===== config.mk =====
export PLATFORM = sky130hd
export DESIGN_NAME = ram64_arbiter_flat
export DESIGN_NICKNAME = d
export VERILOG_FILES = /design/src/rtl/ram64_arbiter_if.sv /design/src/rtl/ram64_arbiter.sv /design/src/flat_wrapper.sv
export SDC_FILE = /design/constraint.sdc
export NUM_CORES = 1
export LEC_CHECK = 0
export CAP_MARGIN = 20
export CELL_PAD_IN_SITES_DETAIL_PLACEMENT = 1
export CELL_PAD_IN_SITES_GLOBAL_PLACEMENT = 1
export CORE_MARGIN = 4
export CORE_UTILIZATION = 24
export CTS_BUF_LIST = sky130_fd_sc_hd__clkbuf_4
export DETAILED_ROUTE_END_ITERATION = 16
export MAX_ROUTING_LAYER = met4
export PLACE_DENSITY = 0.74
export SYNTH_ARGS = -nofsm -noshare
export SYNTH_HDL_FRONTEND = slang
export SYNTH_SLANG_ARGS = --single-unit

===== constraint.sdc =====
create_clock -name clk -period 1.7 [get_ports clk]
set_input_delay 0.34 -clock clk [delete_from_list [all_inputs] [get_ports clk]]
set_output_delay 0.34 -clock clk [all_outputs]
set_load 0.1 [all_outputs]

===== src/rtl/ram64_arbiter_if.sv =====
// Bundle of requester A/B handshakes, clear control and the ram64 port.
// The arbiter uses the slave view; requesters plus the RAM use the master view.
interface ram64_arbiter_if #(
    parameter int ADDR_WIDTH = 6,
    parameter int DATA_WIDTH = 16
);
    logic                  a_req;
    logic                  a_load;
    logic [ADDR_WIDTH-1:0] a_address;
    logic [DATA_WIDTH-1:0] a_in;
    logic                  a_ack;
    logic [DATA_WIDTH-1:0] a_out;

    logic                  b_req;
    logic                  b_load;
    logic [ADDR_WIDTH-1:0] b_address;
    logic [DATA_WIDTH-1:0] b_in;
    logic                  b_ack;
    logic [DATA_WIDTH-1:0] b_out;

    logic                  clr_start;
    logic                  clr_busy;

    logic [ADDR_WIDTH-1:0] ram_address;
    logic [DATA_WIDTH-1:0] ram_in;
    logic                  ram_load;
    logic [DATA_WIDTH-1:0] ram_out;

    modport slave (
        input  a_req, a_load, a_address, a_in,
        input  b_req, b_load, b_address, b_in,
        input  clr_start,
        input  ram_out,
        output a_ack, a_out, b_ack, b_out,
        output clr_busy,
        output ram_address, ram_in, ram_load
    );

    modport master (
        output a_req, a_load, a_address, a_in,
        output b_req, b_load, b_address, b_in,
        output clr_start,
        output ram_out,
        input  a_ack, a_out, b_ack, b_out,
        input  clr_busy,
        input  ram_address, ram_in, ram_load
    );
endinterface


===== src/rtl/ram64_arbiter.sv =====
// Round-robin two-port arbiter/sequencer in front of a single ram64, with a
// hardware sweep that writes CLEAR_VALUE to every word.
module ram64_arbiter #(
    parameter int                     ADDR_WIDTH  = 6,
    parameter int                     DATA_WIDTH  = 16,
    parameter logic [DATA_WIDTH-1:0]  CLEAR_VALUE = 16'h0000
) (
    input  logic               clk,
    input  logic               reset,
    ram64_arbiter_if.slave     bus
);

    typedef enum logic [1:0] {
        ST_IDLE   = 2'd0,
        ST_ACCESS = 2'd1,
        ST_DONE   = 2'd2,
        ST_CLEAR  = 2'd3
    } state_e;

    localparam logic                  ID_A      = 1'b0;
    localparam logic                  ID_B      = 1'b1;
    localparam logic [ADDR_WIDTH-1:0] ADDR_ZERO = {ADDR_WIDTH{1'b0}};
    localparam logic [ADDR_WIDTH-1:0] ADDR_LAST = {ADDR_WIDTH{1'b1}};
    localparam logic [ADDR_WIDTH-1:0] ADDR_ONE  = {{(ADDR_WIDTH-1){1'b0}}, 1'b1};
    localparam logic [DATA_WIDTH-1:0] DATA_ZERO = {DATA_WIDTH{1'b0}};

    state_e                state_q,       state_d;
    logic                  last_grant_q,  last_grant_d;
    logic                  clr_pending_q, clr_pending_d;
    logic [ADDR_WIDTH-1:0] clr_cnt_q,     clr_cnt_d;
    logic                  cmd_id_q,      cmd_id_d;

    logic                  a_ack_q,       a_ack_d;
    logic [DATA_WIDTH-1:0] a_out_q,       a_out_d;
    logic                  b_ack_q,       b_ack_d;
    logic [DATA_WIDTH-1:0] b_out_q,       b_out_d;
    logic                  clr_busy_q,    clr_busy_d;
    logic [ADDR_WIDTH-1:0] ram_address_q, ram_address_d;
    logic [DATA_WIDTH-1:0] ram_in_q,      ram_in_d;
    logic                  ram_load_q,    ram_load_d;

    logic                  grant_id_d;
    logic                  win_load_d;
    logic [ADDR_WIDTH-1:0] win_address_d;
    logic [DATA_WIDTH-1:0] win_in_d;
    logic [DATA_WIDTH-1:0] ack_data_d;

    // Winner selection: a lone requester wins, a tie goes to the port not granted last.
    always_comb begin
        grant_id_d = ID_A;
        if (bus.a_req && bus.b_req) begin
            grant_id_d = ~last_grant_q;
        end else if (bus.b_req) begin
            grant_id_d = ID_B;
        end else begin
            grant_id_d = ID_A;
        end

        if (grant_id_d == ID_B) begin
            win_load_d    = bus.b_load;
            win_address_d = bus.b_address;
            win_in_d      = bus.b_in;
        end else begin
            win_load_d    = bus.a_load;
            win_address_d = bus.a_address;
            win_in_d      = bus.a_in;
        end
    end

    // Next-state and registered-output logic for the sequencer.
    always_comb begin
        state_d       = state_q;
        last_grant_d  = last_grant_q;
        clr_pending_d = clr_pending_q;
        clr_cnt_d     = clr_cnt_q;
        cmd_id_d      = cmd_id_q;
        a_ack_d       = 1'b0;
        a_out_d       = a_out_q;
        b_ack_d       = 1'b0;
        b_out_d       = b_out_q;
        ram_address_d = ADDR_ZERO;
        ram_in_d      = DATA_ZERO;
        ram_load_d    = 1'b0;
        ack_data_d    = DATA_ZERO;

        case (state_q)
            ST_IDLE: begin
                if (clr_pending_q) begin
                    state_d       = ST_CLEAR;
                    clr_cnt_d     = ADDR_ZERO;
                    ram_load_d    = 1'b1;
                    ram_address_d = ADDR_ZERO;
                    ram_in_d      = CLEAR_VALUE;
                end else if (bus.a_req || bus.b_req) begin
                    // The registered RAM port doubles as the latched command.
                    state_d       = ST_ACCESS;
                    cmd_id_d      = grant_id_d;
                    last_grant_d  = grant_id_d;
                    ram_load_d    = win_load_d;
                    ram_address_d = win_address_d;
                    ram_in_d      = win_in_d;
                end else begin
                    state_d = ST_IDLE;
                end
            end

            ST_ACCESS: begin
                state_d = ST_DONE;
                if (ram_load_q) begin
                    ack_data_d = ram_in_q;
                end else begin
                    ack_data_d = bus.ram_out;
                end
                if (cmd_id_q == ID_B) begin
                    b_ack_d = 1'b1;
                    b_out_d = ack_data_d;
                end else begin
                    a_ack_d = 1'b1;
                    a_out_d = ack_data_d;
                end
            end

            ST_DONE: begin
                state_d = ST_IDLE;
            end

            ST_CLEAR: begin
                if (clr_cnt_q == ADDR_LAST) begin
                    state_d       = ST_IDLE;
                    clr_pending_d = 1'b0;
                end else begin
                    clr_cnt_d     = clr_cnt_q + ADDR_ONE;
                    ram_load_d    = 1'b1;
                    ram_address_d = clr_cnt_q + ADDR_ONE;
                    ram_in_d      = CLEAR_VALUE;
                end
            end

            default: begin
                state_d = ST_IDLE;
            end
        endcase

        // A start pulse during a sweep must not queue a second sweep.
        clr_pending_d = clr_pending_d | (bus.clr_start & (state_q != ST_CLEAR));
        clr_busy_d    = clr_pending_d | (state_d == ST_CLEAR);
    end

    // State and output registers with synchronous reset.
    always_ff @(posedge clk) begin
        if (reset) begin
            state_q       <= ST_IDLE;
            last_grant_q  <= ID_B;
            clr_pending_q <= 1'b0;
            clr_cnt_q     <= ADDR_ZERO;
            cmd_id_q      <= ID_A;
            a_ack_q       <= 1'b0;
            a_out_q       <= DATA_ZERO;
            b_ack_q       <= 1'b0;
            b_out_q       <= DATA_ZERO;
            clr_busy_q    <= 1'b0;
            ram_address_q <= ADDR_ZERO;
            ram_in_q      <= DATA_ZERO;
            ram_load_q    <= 1'b0;
        end else begin
            state_q       <= state_d;
            last_grant_q  <= last_grant_d;
            clr_pending_q <= clr_pending_d;
            clr_cnt_q     <= clr_cnt_d;
            cmd_id_q      <= cmd_id_d;
            a_ack_q       <= a_ack_d;
            a_out_q       <= a_out_d;
            b_ack_q       <= b_ack_d;
            b_out_q       <= b_out_d;
            clr_busy_q    <= clr_busy_d;
            ram_address_q <= ram_address_d;
            ram_in_q      <= ram_in_d;
            ram_load_q    <= ram_load_d;
        end
    end

    assign bus.a_ack       = a_ack_q;
    assign bus.a_out       = a_out_q;
    assign bus.b_ack       = b_ack_q;
    assign bus.b_out       = b_out_q;
    assign bus.clr_busy    = clr_busy_q;
    assign bus.ram_address = ram_address_q;
    assign bus.ram_in      = ram_in_q;
    assign bus.ram_load    = ram_load_q;

    ram64_arbiter_chk u_chk (
        .clk      (clk),
        .reset    (reset),
        .a_ack    (a_ack_q),
        .b_ack    (b_ack_q),
        .ram_load (ram_load_q)
    );

endmodule

// Acks are mutually exclusive and never share a cycle with a RAM write.
module ram64_arbiter_chk (
    input logic clk,
    input logic reset,
    input logic a_ack,
    input logic b_ack,
    input logic ram_load
);
    ack_onehot_a: assert property (@(posedge clk) disable iff (reset) !(a_ack && b_ack));
    ack_no_load_a: assert property (@(posedge clk) disable iff (reset) (a_ack || b_ack) |-> !ram_load);
endmodule


===== src/flat_wrapper.sv =====
// flat-port wrapper written by rule: the top's interface ports become plain ports
module ram64_arbiter_flat 
#(
    parameter int                     ADDR_WIDTH  = 6,
    parameter int                     DATA_WIDTH  = 16,
    parameter logic [DATA_WIDTH-1:0]  CLEAR_VALUE = 16'h0000
)
  (clk, reset, bus_a_req, bus_a_load, bus_a_address, bus_a_in, bus_b_req, bus_b_load, bus_b_address, bus_b_in, bus_clr_start, bus_ram_out, bus_a_ack, bus_a_out, bus_b_ack, bus_b_out, bus_clr_busy, bus_ram_address, bus_ram_in, bus_ram_load);
  ram64_arbiter_if #(.ADDR_WIDTH(ADDR_WIDTH), .DATA_WIDTH(DATA_WIDTH)) bus_i ();
  input  logic clk;
  input  logic reset;
  input wire logic [$bits(bus_i.a_req)-1:0] bus_a_req;
  input wire logic [$bits(bus_i.a_load)-1:0] bus_a_load;
  input wire logic [$bits(bus_i.a_address)-1:0] bus_a_address;
  input wire logic [$bits(bus_i.a_in)-1:0] bus_a_in;
  input wire logic [$bits(bus_i.b_req)-1:0] bus_b_req;
  input wire logic [$bits(bus_i.b_load)-1:0] bus_b_load;
  input wire logic [$bits(bus_i.b_address)-1:0] bus_b_address;
  input wire logic [$bits(bus_i.b_in)-1:0] bus_b_in;
  input wire logic [$bits(bus_i.clr_start)-1:0] bus_clr_start;
  input wire logic [$bits(bus_i.ram_out)-1:0] bus_ram_out;
  output wire logic [$bits(bus_i.a_ack)-1:0] bus_a_ack;
  output wire logic [$bits(bus_i.a_out)-1:0] bus_a_out;
  output wire logic [$bits(bus_i.b_ack)-1:0] bus_b_ack;
  output wire logic [$bits(bus_i.b_out)-1:0] bus_b_out;
  output wire logic [$bits(bus_i.clr_busy)-1:0] bus_clr_busy;
  output wire logic [$bits(bus_i.ram_address)-1:0] bus_ram_address;
  output wire logic [$bits(bus_i.ram_in)-1:0] bus_ram_in;
  output wire logic [$bits(bus_i.ram_load)-1:0] bus_ram_load;
  assign bus_i.a_req = bus_a_req;
  assign bus_i.a_load = bus_a_load;
  assign bus_i.a_address = bus_a_address;
  assign bus_i.a_in = bus_a_in;
  assign bus_i.b_req = bus_b_req;
  assign bus_i.b_load = bus_b_load;
  assign bus_i.b_address = bus_b_address;
  assign bus_i.b_in = bus_b_in;
  assign bus_i.clr_start = bus_clr_start;
  assign bus_i.ram_out = bus_ram_out;
  assign bus_a_ack = bus_i.a_ack;
  assign bus_a_out = bus_i.a_out;
  assign bus_b_ack = bus_i.b_ack;
  assign bus_b_out = bus_i.b_out;
  assign bus_clr_busy = bus_i.clr_busy;
  assign bus_ram_address = bus_i.ram_address;
  assign bus_ram_in = bus_i.ram_in;
  assign bus_ram_load = bus_i.ram_load;
  ram64_arbiter #(.ADDR_WIDTH(ADDR_WIDTH), .DATA_WIDTH(DATA_WIDTH), .CLEAR_VALUE(CLEAR_VALUE)) u_core (.clk(clk), .reset(reset), .bus(bus_i));
endmodule

### Word-level counts from Yosys, hierarchy flattened

Cells that the tools add are included.

* flip-flop bits (word level): 69
* word-level logic and storage cells: 66
* output and inout bits: 58
* input bits: 67

* muxes and demuxes: 25
* add/sub/neg operators: 1
* bitwise gates (word level): 9
* equality and inequality tests: 8
* reduce and logical (&&, ||, !) cells: 10

Operator list (number)
* 2-to-1 mux 6 bit: 6
* 2-to-1 mux 16 bit: 2
* one-hot mux 6 bit (2 select lines): 2
* 2-to-1 mux 1 bit: 11
* one-hot mux 2 bit (4 select lines): 1
* adder 6 x 1 -> 6 bit, second input constant: 1
* == test 2 bit, second input constant: 3
* == test 6 bit, second input constant: 1
* NOT 1 bit: 6
* AND reduction 3 bit: 2
* 2-to-1 mux 2 bit: 2
* inequality test 2 bit, second input constant: 2
* AND reduction 2 bit: 2
* OR reduction 4 bit: 1
* == test 2 x 1 -> 1 bit, second input constant: 1
* logical NOT 2 bit: 1
* inequality test 2 x 1 -> 1 bit, second input constant: 1
* bitwise OR 1 bit: 2
* one-hot mux 1 bit (2 select lines): 1
* nonzero test 2 bit: 1
* OR reduction 2 bit: 1
* bitwise AND 1 bit: 1
* logical AND 1 bit: 1
* logical OR 1 bit: 1

### Longest topological paths before layout

Gate-level depths: netlist of the first run.

* depth in word-level cells: 6
* gate-level depth with buffers: 8
* depth with buffers taken out: 6

### Worst setup path before layout of the first run

Ideal clock, no wire load.

* kind: flip-flop to flip-flop
* from: reg u_core.ram_load_q (netlist: u_core.bus.ram_load)
* to: reg u_core.a_out_q[10] (netlist: u_core.bus.a_out[10])
* setup time: 138 ps
* slack: -321 ps
* data arrival time: 1884 ps
* cell stages (with the launch flop): 5
* required time: 1562 ps
* period minus slack after synthesis: 2021 ps
* buffers on the path: 2
* path through: dfxtp_1 buf_2 buf_2 mux2i_1 a211oi_1

* word-level cells in the longest chain between the ends: 1

Ends and longest elaborated chain
* from (decl): line ram64_arbiter.sv:40 `logic ram_load_q, ram_load_d;`
* from (signal assigned): line ram64_arbiter.sv:178 `ram_load_q <= ram_load_d;`
* 2-to-1 mux 16 bit: line ram64_arbiter.sv:109 `if (ram_load_q) begin`
* to (signal assigned): line ram64_arbiter.sv:172 `a_out_q <= a_out_d;`
* to (decl): line ram64_arbiter.sv:34 `logic [DATA_WIDTH-1:0] a_out_q, a_out_d;`

No other way between the ends.
A chain may end at the register's enable or synchronous reset.

### Worst setup path in the final report of the first run

* from: reg u_core.state_q[1]
* to: reg u_core.ram_address_q[5] (netlist: u_core.bus.ram_address[5])

* word-level cells in the longest chain between the ends: 2
* elaborated cells between the ends (all ways): 3

Ends and longest elaborated chain
* from (decl): line ram64_arbiter.sv:27 `state_e state_q, state_d;`
* from (signal assigned): line ram64_arbiter.sv:166 `state_q <= state_d;`
* == test 2 bit or logical NOT 2 bit (tied branches): line ram64_arbiter.sv:86 `case (state_q)`
* one-hot mux 6 bit (2 select lines) *: line ram64_arbiter.sv:86
* to (signal assigned): line ram64_arbiter.sv:176 `ram_address_q <= ram_address_d;`
* to (decl): line ram64_arbiter.sv:38 `logic [ADDR_WIDTH-1:0] ram_address_q, ram_address_d;`

Every way passes the cells marked *; elsewhere a longest branch is shown, timed or not.

==> results.yml, run 1 <==
status:
  outcome: "completed"
sta:
  period_needed_ns: 1.616
  tightest_slew_ns: 0.4270
  finalHoldViolations: 0
  maxSlewHeadroom_pct: 70.72
  final_max_slew_viol_count: 0
  rsz0062_at_grt: "false"
  fin_crit_sh_pct: 95.09
  clock_skew_ns: 0.01709
  holdWs_ns: 0.4685
  fmax_mhz: 618.6
  setup_viol: 0
grt:
  grt_overflow: 0
  grt_max_degree: 41
  antenna_found_initial: 1
  grt_pass1_wl_um: 16010
  grtUsageTotal_pct: 15.92
  grt_pass1_vias: 3080
critical_path:
  critPathLaunchType: "register"
  crit_arrival_ns: 1.96
  path_class: "reg -> reg"
  reg2reg_from: "u_core.state_q[1]"
  r2r_setup_slack_ns: 0.08
  worstReg2RegEnd: "u_core.bus.ram_address[5]"
  cp.required_ns: 2.04
  reg2reg_depth: 6
  end_kind: "register"
  crit_fanout: 6
logic_synthesis:
  ys_async_sr_fraction_pct: 0
  synth_edf_count: 0
  yosysWarningCount: 0
  ys_ff_latch: 69
  synth-seq-area-share_pct: 48.96
  syn_inst: 315
  syn_area_um2: 2821
  synth_ff_type: "dfxtp_1"
  syn-num-nets: 386
  post_synth.cell_area_avg_um2: 8.957
  synth_cell_types: 40
clock_network:
  cts_root_buffer: "clkbuf_4"
  postCtsHoldBufs: 0
  path_clk_slew_ns: 0.13
  clockBufferDepth: 2
  clock_latency_ns: 0.40
  cts.sinks: 69
  cts_tree: "yes"
  cts_made_buffers: 9
  htreeDepth: 3
final_layout:
  most-common-layout-cells: "clkdlybuf4s50_1, dfxtp_1, buf_12"
  drive_above_1_share_pct: 22.72
  final_cells: 593
  nets: 515
  synthToLayoutAreaGrowth_pct: 82.31
worst_hold_path:
  whs_endpoint: "u_core.bus.ram_in[9]"
  hold_path_startpoint: "bus_b_in[9]"
  hp-class: "in -> reg"
  hold_path_depth: 3
detailed_routing:
  drt_first_pass_iters: 4
  via_count: 2759
  viasPerCell: 4.653
  ant_nets: 0
  drc: 0
  drt_iter0_markers: 106
  wirelength_um: 10080
  wl_per_cell_um: 17.00
floorplan:
  die_x_um: 116.4
  core_um2: 11470
  dieArea_um2: 13550
  die_h_um: 116.4
  num_rows: 39
  io_pins: 125
  start_util_pct: 24.60
pwr:
  power.leakage_nw: 1.917
  powerDensity_nw_per_um2: 1088
  peakVddDrop_v: 0.0005213
placed_design:
  hpwl_um: 8245
  dp.cells: 576
  gp_congestion: 0.7996
  io_buffers: 124
run:
  drv_cap: 0
sequential cells by signal (all words and copies together), names as in the netlist:
name / flops
u_core.bus.ram_in: 16
u_core.bus.a_out: 16
u_core.bus.ram_load: 1
u_core.cmd_id_q: 1
u_core.bus.b_ack: 1
u_core.clr_pending_q: 1
u_core.bus.ram_address: 6
u_core.bus.a_ack: 1
u_core.clr_cnt_q: 6
u_core.state_q: 2
u_core.bus.b_out: 16
u_core.bus.clr_busy: 1
u_core.last_grant_q: 1
how the worst max path moves through the flow:
stage	cells past startpoint	from	end	slack, ns
3_5_place_dp	5	bus_b_req	u_core.bus.clr_busy	-0.14
3_3_place_gp	6	bus_b_req	u_core.bus.ram_address[5]	-0.12
2_1_floorplan	4	u_core.bus.ram_load	u_core.bus.b_out[10]	0.01
6_report	6	u_core.state_q[1]	u_core.bus.ram_address[5]	0.08
5_1_grt	6	u_core.state_q[1]	u_core.bus.ram_address[5]	0.001
4_1_cts	5	u_core.state_q[0]	u_core.clr_cnt_q[0]	0.07
synthesized netlist by cell type, types with 2 or more instances:
library cell	number	area share (%)
a211oi_1	34	9.0
xor2_1	2	0.62
a31oi_1	3	0.67
and2_1	6	1.3
clkbuf_1	14	1.9
a21oi_1	21	3.7
and3_1	2	0.44
xnor2_1	2	0.62
inv_1	4	0.53
a2bb2oi_1	2	0.62
o21ai_0	8	1.4
ha_1	4	1.8
nor2_1	40	5.3
o32ai_1	2	0.62
nand2b_1	3	0.67
nor3_1	3	0.53
buf_2	5	0.89
dfxtp_1	69	49
mux2i_1	23	8.2
nand2_1	42	5.6
o22ai_1	3	0.67
nand3_1	5	0.89
layout make-up:
| cell class | instances | area, um^2 |
|---|---|---|
| sequential | 69 | 1385 |
| inverter | 4 | 15.01 |
| clock buffer | 9 | 67.56 |
| clock inverter | 7 | 146.4 |
| multi-input combinational | 219 | 1336 |
| fill | 1262 | 6324 |
| antenna | 1 | 2.502 |
| tap | 143 | 178.9 |
| timing repair buffer | 141 | 2012 |
power breakdown:
part | internal, mW | total [mW] | switching, mW
sequential | 1.75 | 1.91 | 0.158
clock | 0.903 | 1.53 | 0.626
combinational | 0.839 | 2.16 | 1.32
total | 3.49 | 5.60 | 2.10
what timing repair did:
action,in CTS,in global routing
resized for setup,1,6
setup endpoints to repair,1,10
setup buffers,0,0
stage by stage:
step                total power [mW]  utilization [%]  area [um^2]  TNS, ns  worst slack [ns]
floorplan                      3.160                -         2823        0           0.01429
global placement               4.061            42.83         4911  -0.2715           -0.1150
detailed placement             4.105            42.83         4911  -0.9606           -0.1383
CTS                            5.659            44.71         5127        0           0.06588
global route                   5.849            44.86         5144        0          0.001429
finish                         5.597            44.86         5144        0           0.08354
layer usage:
layer | vias to the layer above | part of all wire (%) | GRT usage (%)
met3 | 21 | 3.0 | 2.902
met5 | - | 0 | -
li1 | 1366 | - | -
met2 | 68 | 51 | 25.67
met1 | 1304 | 43 | 19.71
met4 | 0 | 2.9 | 6.342
critical path: stages, from the launching register on:
cell     delay [ns]
dfxtp_1        0.33
inv_1          0.09
ha_2           0.18
and2b_1        0.22
o21ai_2        0.15
or4_1          0.50
o21ai_0        0.09
cell families after synthesis:
logic type	after synthesis	share of synthesized area, %
AOI/OAI and AO/OA	80	18.94
and+or+nand+nor	108	16.67
buffers and inverters	27	4.257
muxes	23	8.160
adders and majority gates	4	1.774
DFF	69	48.96
xor gates and xnor gates	4	1.242
Power figures use the tool's default switching activity.
==> run 2, diff against run 1 <==
--- a/config.mk
+++ b/config.mk
@@ -5,7 +5,7 @@
 export SDC_FILE = /design/constraint.sdc
 export NUM_CORES = 1
 export LEC_CHECK = 0
-export CAP_MARGIN = 20
+export CAP_MARGIN = 0
 export CELL_PAD_IN_SITES_DETAIL_PLACEMENT = 1
 export CELL_PAD_IN_SITES_GLOBAL_PLACEMENT = 1
 export CORE_MARGIN = 4
==> results of run 2 <==
Final layout, timing and power as in run 1 (identical DEF).
==> run 3, diff against run 2 <==
--- a/config.mk
+++ b/config.mk
@@ -9,11 +9,11 @@
 export CELL_PAD_IN_SITES_DETAIL_PLACEMENT = 1
 export CELL_PAD_IN_SITES_GLOBAL_PLACEMENT = 1
 export CORE_MARGIN = 4
-export CORE_UTILIZATION = 24
+export CORE_UTILIZATION = 31
 export CTS_BUF_LIST = sky130_fd_sc_hd__clkbuf_4
 export DETAILED_ROUTE_END_ITERATION = 16
 export MAX_ROUTING_LAYER = met4
-export PLACE_DENSITY = 0.74
+export PLACE_DENSITY = 0.9
 export SYNTH_ARGS = -nofsm -noshare
 export SYNTH_HDL_FRONTEND = slang
 export SYNTH_SLANG_ARGS = --single-unit
==> results.yml, run 3 (synthesized netlist as in run 1, its figures left out) <==
status:
  outcome: "completed"
critical_path:
  crit_fanout: 5
  path_class: "reg -> reg"
  crit_arrival_ns: 2.01
  slowest_delay_ns: 0.46
  path_buf_inv: 0
  crit_chain: "ha_1 > nand3_2 > nor2_2 > o41ai_1 > a31o_2"
  worstReg2RegEnd: "u_core.bus.clr_busy"
  cpLargestDelayFamily: "compound AO/OA/AOI/OAI gates"
  reg2reg_depth: 5
  cp.required_ns: 2.09
  reg2reg_from: "u_core.clr_cnt_q[0]"
  crit_slowest_cell: "o41ai_1"
  critPathLaunchType: "register"
  r2r_setup_slack_ns: 0.08
  end_kind: "register"
clock_network:
  cts_tree: "yes"
  path_clk_slew_ns: 0.12
  cts_made_buffers: 9
  postCtsHoldBufs: 0
  cts_root_buffer: "clkbuf_4"
  clock_latency_ns: 0.43
  clockBufferDepth: 2
  cts.sinks: 69
  htreeDepth: 3
grt:
  grt_pass1_vias: 3223
  grt_max_degree: 34
  antenna_found_initial: 0
  grtUsageTotal_pct: 21.75
  grt_overflow: 0
  grt_pass1_wl_um: 16890
final_layout:
  synthToLayoutAreaGrowth_pct: 78.94
  drive_above_1_share_pct: 22.89
  final_cells: 558
  final_common_cell: "dfxtp_1"
  nets: 516
  nFillCells: 946
  most-common-layout-cells: "dfxtp_1, clkdlybuf4s50_1, buf_12"
  final_cell_area_um2: 5049
  diodes: 0
sta:
  maxSlewHeadroom_pct: 69.44
  period_needed_ns: 1.619
  fin_crit_sh_pct: 95.23
  finalHoldViolations: 0
  final_max_slew_viol_count: 0
  setup_ws_ns: 0.08110
  tightest_slew_ns: 0.4456
  clock_skew_ns: 0.01823
  fmax_mhz: 617.7
  setup_viol: 0
detailed_routing:
  viasPerCell: 5.194
  wirelength_um: 11220
  ant_nets: 0
  via_count: 2898
  wl_per_cell_um: 20.10
  drc: 0
  drt_iter0_markers: 102
  drt_first_pass_iters: 4
pwr:
  power.leakage_nw: 1.881
  powerDensity_nw_per_um2: 1027
  peakVddDrop_v: 0.0003862
floorplan:
  start_util_pct: 32.04
  dieArea_um2: 10690
  io_pins: 125
  num_rows: 34
  core_um2: 8806
  die_h_um: 103.4
  die_x_um: 103.4
worst_hold_path:
  hp-class: "in -> reg"
  whs_endpoint: "u_core.bus.ram_in[7]"
  hold_path_depth: 3
  hold_path_startpoint: "bus_b_in[7]"
run:
  drv_cap: 0
placed_design:
  dp.cells: 542
  post_dp_cell_area_um2: 4887
  io_buffers: 124
  gp_congestion: 0.9330
  hpwl_um: 9193
  place_ws_ns: -0.2019
## run 3: worst register-to-register path, stage by stage (launching register included)
cell and delay [ns]:
dfxtp_1 0.34, ha_1 0.26, nand3_2 0.19, nor2_2 0.09
o41ai_1 0.46, a31o_2 0.23
## run 3: area by class of cell
type	count	area, um^2	share of cell area (%)
sequential	69	1384	27.41
tap	108	135.1	2.677
clock buffer	9	67.56	1.338
inverter	4	15.01	0.2974
clock inverter	7	66.31	1.314
multi-input combinational	219	1349	26.72
timing repair buffer	142	2032	40.25
## run 3: repair_timing
item	CTS	global route
setup endpoints to repair	6	8
gates cloned	0	0
pin swaps	0	0
buffers inserted	0	0
gates resized for setup	3	6
## run 3: routing by layer
layer,vias to the layer above,part of all wire (%),GRT usage (%),wire (um)
li1,1371,-,-,-
met4,0,3.2,9.661,357
met5,-,0,-,0
met3,29,4.5,2.683,503
met1,1400,37,23.47,4119
met2,98,56,39.61,6236
## run 3: per-stage QoR
step	TNS, ns	power, mW	utilization, %	hold WS (ns)
2_1_floorplan	0	3.160	-	0.4560
3_3_place_gp	-1.041	4.057	55.50	0.4675
3_5_place_dp	-2.103	4.143	55.50	0.5121
4_1_cts	0	5.197	57.09	0.4434
5_1_grt	-0.03754	5.399	57.33	0.4398
6_report	0	5.185	57.33	0.4455
## run 3: report_power, final
group,total [mW],switching (mW),internal (mW)
clock network,1.06,0.621,0.437
registers,1.90,0.151,1.75
logic,2.22,1.37,0.858
total,5.19,2.14,3.05
## run 3: worst max path at each step
stage	end	start	cells after the start
finish	u_core.bus.clr_busy	u_core.clr_cnt_q[0]	5
global route	u_core.bus.clr_busy	u_core.clr_cnt_q[0]	5
detailed placement	u_core.bus.ram_address[5]	bus_a_req	6
global placement	u_core.bus.ram_address[5]	bus_a_req	6
floorplan	u_core.bus.b_out[10]	u_core.bus.ram_load	4
CTS	u_core.clr_cnt_q[5]	u_core.state_q[0]	5
